**src/rtl/lsu_ctrl.sv**
```systemverilog
// Load/store unit between the MEM stage and the data memory.
// One request at a time: IDLE -> ACCESS -> RESP, faults skip ACCESS.
module lsu_ctrl #(
    parameter int MEM_AW = 11,
    parameter int XLEN   = 32
) (
    input  logic              i_clk,
    input  logic              i_reset,
    input  logic              i_req_valid,
    output logic              o_req_ready,
    input  logic              i_req_we,
    input  logic [2:0]        i_req_funct3,
    input  logic [XLEN-1:0]   i_req_addr,
    input  logic [XLEN-1:0]   i_req_wdata,
    output logic              o_rsp_valid,
    input  logic              i_rsp_ready,
    output logic [XLEN-1:0]   o_rsp_rdata,
    output logic              o_rsp_misalign,
    output logic              o_rsp_afault,
    output logic [MEM_AW-1:0] o_mem_addr,
    output logic [31:0]       o_mem_wdata,
    output logic [3:0]        o_mem_bmask,
    output logic              o_mem_wren,
    input  logic [31:0]       i_mem_rdata
);

    typedef enum logic [1:0] {IDLE, ACCESS, RESP} state_t;

    state_t      state;
    state_t      state_nx;
    logic        we_q;
    logic [2:0]  f3_q;

    logic        is_b;
    logic        is_h;
    logic        is_w;
    logic        misalign;
    logic        afault;
    logic        accept;
    logic [3:0]  bmask_nx;
    logic [31:0] ext;

    assign is_b = (i_req_funct3 == 3'b000) || (i_req_funct3 == 3'b100);
    assign is_h = (i_req_funct3 == 3'b001) || (i_req_funct3 == 3'b101);
    assign is_w = (i_req_funct3 == 3'b010);

    assign misalign = (is_h && i_req_addr[0])
                    || (is_w && (i_req_addr[1:0] != 2'b00));
    assign afault = (i_req_addr[XLEN-1:MEM_AW] != '0)
                  || !(is_b || is_h || is_w);

    assign accept = (state == IDLE) && i_req_valid;

    always_comb begin
        bmask_nx = 4'b0001;
        if (is_w)      bmask_nx = 4'b1111;
        else if (is_h) bmask_nx = 4'b0011;
    end

    always_comb begin
        ext = i_mem_rdata;
        case (f3_q)
            3'b000:  ext = {{24{i_mem_rdata[7]}}, i_mem_rdata[7:0]};
            3'b100:  ext = {24'b0, i_mem_rdata[7:0]};
            3'b001:  ext = {{16{i_mem_rdata[15]}}, i_mem_rdata[15:0]};
            3'b101:  ext = {16'b0, i_mem_rdata[15:0]};
            default: ext = i_mem_rdata;
        endcase
    end

    always_comb begin
        state_nx    = state;
        o_req_ready = 1'b0;
        o_rsp_valid = 1'b0;
        o_mem_wren  = 1'b0;
        case (state)
            IDLE: begin
                o_req_ready = 1'b1;
                if (i_req_valid)
                    state_nx = (misalign || afault) ? RESP : ACCESS;
            end
            ACCESS: begin
                // reset in the same cycle must suppress the write
                o_mem_wren = we_q && !i_reset;
                state_nx   = RESP;
            end
            RESP: begin
                o_rsp_valid = 1'b1;
                if (i_rsp_ready) state_nx = IDLE;
            end
            default: state_nx = IDLE;
        endcase
    end

    always_ff @(posedge i_clk) begin
        if (i_reset) begin
            state          <= IDLE;
            we_q           <= 1'b0;
            f3_q           <= 3'b010;
            o_rsp_rdata    <= '0;
            o_rsp_misalign <= 1'b0;
            o_rsp_afault   <= 1'b0;
            o_mem_addr     <= '0;
            o_mem_wdata    <= '0;
            o_mem_bmask    <= 4'b1111;
        end else begin
            state <= state_nx;
            if (accept) begin
                we_q <= i_req_we;
                f3_q <= i_req_funct3;
                if (misalign || afault) begin
                    o_rsp_rdata    <= '0;
                    o_rsp_misalign <= misalign;
                    o_rsp_afault   <= !misalign;
                end else begin
                    // memory port only moves for requests that will access it
                    o_mem_addr  <= i_req_addr[MEM_AW-1:0];
                    o_mem_wdata <= i_req_wdata[31:0];
                    o_mem_bmask <= bmask_nx;
                end
            end
            if (state == ACCESS) begin
                o_rsp_rdata    <= we_q ? '0 : XLEN'(ext);
                o_rsp_misalign <= 1'b0;
                o_rsp_afault   <= 1'b0;
            end
        end
    end

endmodule
```
**config.mk**
```make
export PLATFORM = sky130hd
export DESIGN_NAME = lsu_ctrl
export DESIGN_NICKNAME = d
export VERILOG_FILES = /design/src/rtl/lsu_ctrl.sv
export SDC_FILE = /design/constraint.sdc
export NUM_CORES = 1
export LEC_CHECK = 0
export ABC_CLOCK_PERIOD_IN_PS = 2500
export BUFFER_PORTS_ARGS = -buffer_cell sky130_fd_sc_hd__buf_2
export CAP_MARGIN = 20
export CORE_UTILIZATION = 40
export DETAILED_ROUTE_END_ITERATION = 8
export PLACE_DENSITY = 0.74
export SLEW_MARGIN = 20
export SYNTH_ARGS = -nofsm -noshare
export SYNTH_HDL_FRONTEND = slang
export SYNTH_SLANG_ARGS = --single-unit
```
**constraint.sdc**
```tcl
create_clock -name i_clk -period 2.5 [get_ports i_clk]
set_input_delay 0.25 -clock i_clk [delete_from_list [all_inputs] [get_ports i_clk]]
set_output_delay 0.25 -clock i_clk [all_outputs]
set_load 0.02 [all_outputs]
```
==> results.cfg <==
[status]
status = finished clean

[floorplan]
die_w_microns = 91.9
start_util_pct = 41.6
row_count = 32
num_io_pins = 188
core_area_sq_mm = 0.00777
dieArea_sq_mm = 0.00845
die_h_microns = 91.9

[global_route]
track_usage_pct = 18.9
grt_max_degree = 49
antenna_found_initial = 0
grt_pass1_wl_mm = 12.8
grt_pass1_vias = 2723
grt_overflow_total = 0

[cts]
cts-root-buf = clkbuf_8
clk_latency_ns = 0.34
clk_pin_slew_ns = 0.08
cts_tree = yes
ctsHoldBuffers = 0
cts_made_buffers = 9
post_cts_buffers = 0
cts.sinks = 85
clockBufferDepth = 2
ctsResizeCount = 0
htree_levels = 3

[min_path]
worstHoldPathCells = 2
min_from = i_mem_rdata[1]
hold_end = o_rsp_rdata[1]
hold_path_class = in -> reg

[sta]
fin_skew_ns = 0.00598
period_needed_ns = 1.80
hold_viol_final = 0
fin_crit_sh_pct = 71.9
finalSetupTns_ns = 0
finalSetupViolations = 0
report.final.slew_viol_count = 0
rsz0062_at_grt = no
worst_slew_pin_slew_ns = 0.883
slew_headroom_pct = 41.0
max_freq_ghz = 0.556

[finish]
seqCellArea_sq_mm = 0.00170
multi_input_area_sq_mm = 0.00144
layout-drive-gt1-share_pct = 41.9
num_antenna_cells = 0
n_fill_cell = 713
areaGrowthSynthToFinish_pct = 37.7
final_nets = 600

[logic_synthesis]
synthFlopType = dfxtp_1
syn_inst = 317
synth_edf_count = 0
synth_area_leader_cell = dfxtp_1
ys_ff_latch = 85
yosysWarningCount = 0
yosysUniqueCellTypes = 32
synth_seq_area_share_pct = 52.6
synth.area.top_cells = dfxtp_1 53%, mux2i_1 15%, a22o_1 8.7%
async_reset_ff_share_pct = 0
synth.avg_cell_area_sq_um = 10.2
syn_nets = 421
synth_top_area_share_pct = 52.6
syn_area_sq_mm = 0.00323

[placement]
globalplace.congestion = 0.795
io_buffers = 186
hpwlAfterDp_mm = 6.02

[routing]
totalWireLength_mm = 8.18
ant_nets = 0
viasPerCell = 4.89
route.detailed.wl_per_inst_microns = 13.6
drcViolationCount = 0
drt_iter0_drc = 54
drt_first_pass_iters = 5
vias = 2948

[critical_path]
slowest_delay_ns = 0.91
critPathCaptureType = flip-flop
cp.depth = 2
cp.required_ns = 2.78
r2r_end = o_rsp_rdata[30]
crit_slowest_cell = dfxtp_1
critPathKind = reg -> reg
critPathTopFamily = flip-flops
start_kind = flip-flop
crit_fanout = 27
reg2reg_setup_slack_ns = 0.70
rr_worst_depth = 2
worst_ep_arrival_time_ns = 2.08
crit_buf_inv = 0
r2r_start = f3_q[1]
path_cells = o21a_1 -> a22o_1

[power]
finalPower_mw = 2.54
power_density_mw_per_mm2 = 571
netSwitchingFraction_pct = 23.3
p_sw_mw = 0.592
power_frac_seq_pct = 54.2
pwr-share-comb_pct = 7.7
ir_worst_vdd_uv = 306
p_int_mw = 1.95
leakagePower_nw = 2.12
clkPwrFrac_pct = 38.2

[run]
max_cap_viol_count = 0
[worst max-delay path by stage]
stage,endpoint,startpoint
3_3_place_gp,o_rsp_rdata[21],i_req_addr[11]
3_5_place_dp,o_rsp_rdata[9],i_req_addr[18]
5_1_grt,o_rsp_rdata[30],f3_q[1]
2_1_floorplan,o_mem_wdata[10],i_req_addr[11]
6_report,o_rsp_rdata[30],f3_q[1]
4_1_cts,o_rsp_rdata[30],f3_q[1]
[power groups by stage]
| stage | Sequential [mW] | Clock [mW] | Combinational, mW |
|---|---|---|---|
| after floorplan | 1.40 | 0 | 0.0937 |
| after global placement | 1.41 | 0 | 0.191 |
| after detailed placement | 1.41 | 0 | 0.196 |
| after CTS | 1.38 | 1.00 | 0.197 |
| after global routing | 1.38 | 1.05 | 0.216 |
| final | 1.38 | 0.970 | 0.195 |
[metrics by stage]
step | util [%] | cells | setup WS, ns | hold slack (ns) | area (sq um)
2_1_floorplan | - | 317 | 0.752 | 0.368 | 3230
3_3_place_gp | 54.7 | 587 | 0.510 | 0.443 | 4250
3_5_place_dp | 54.7 | 587 | 0.473 | 0.455 | 4250
4_1_cts | 57.3 | 603 | 0.658 | 0.117 | 4450
5_1_grt | 57.3 | 603 | 0.553 | 0.117 | 4450
6_report | 57.3 | 603 | 0.703 | 0.134 | 4450
[cell usage after synthesis, types with 2 or more instances]
cell type  instances
nor2b_1            6
buf_2              5
nand2b_1          18
dfxtp_1           85
a22o_1            32
a211o_1            2
nor4bb_1           2
and2_1             2
buf_1              3
nor3_1             3
nor4_1             4
a21oi_1            4
buf_4              5
o21ai_0           10
nor2_1            54
mux2i_1           47
nand2_1           10
clkbuf_1          10
nor3b_1            2
[final cells by class]
class	count	share of cell area (%)
clock inverter	5	1.35
inverter	1	0.0843
sequential	85	38.2
tap	102	2.87
timing repair buffer	191	22.0
clock buffer	11	3.18
multi-input combinational	208	32.3
[routing by layer]
layer	wire (microns)	vias to the layer above	track usage, %
li1	-	1458	-
met1	3740	1338	23.9
met2	3650	144	30.2
met3	694	8	5.72
met4	102	0	7.16
met5	0	-	0
[registers in the layout (all words and copies together) (netlist names)]
signal          cells
o_rsp_misalign      1
we_q                1
f3_q                3
state               2
o_mem_bmask         2
o_rsp_rdata        32
o_rsp_afault        1
o_mem_addr         11
o_mem_wdata        32
[cells in the final DEF, fill, tap and decap left out, types with 2 or more instances in the layout]
cell type | synthesis | final
nor3_1 | 3 | 3
o21ai_0 | 10 | 10
and2_1 | 2 | 2
nand2b_1 | 18 | 18
nand2_1 | 10 | 10
clkinv_4 | 0 | 2
a211o_1 | 2 | 2
a22o_1 | 32 | 32
nor4_1 | 4 | 4
nor3b_1 | 2 | 2
clkbuf_8 | 0 | 10
dfxtp_1 | 85 | 85
buf_4 | 5 | 4
buf_2 | 5 | 186
mux2i_1 | 47 | 47
nor2_1 | 54 | 54
a21oi_1 | 4 | 4
nor2b_1 | 6 | 6
nor4bb_1 | 2 | 2
[cell families after synthesis]
kind of cell / synth area share (%)
other cells: 0.116
mux: 14.5
simple gates: 16.3
compound gates: 12.8
buf+inv: 3.56
flops: 52.6
(Power assumes the default switching activity.)
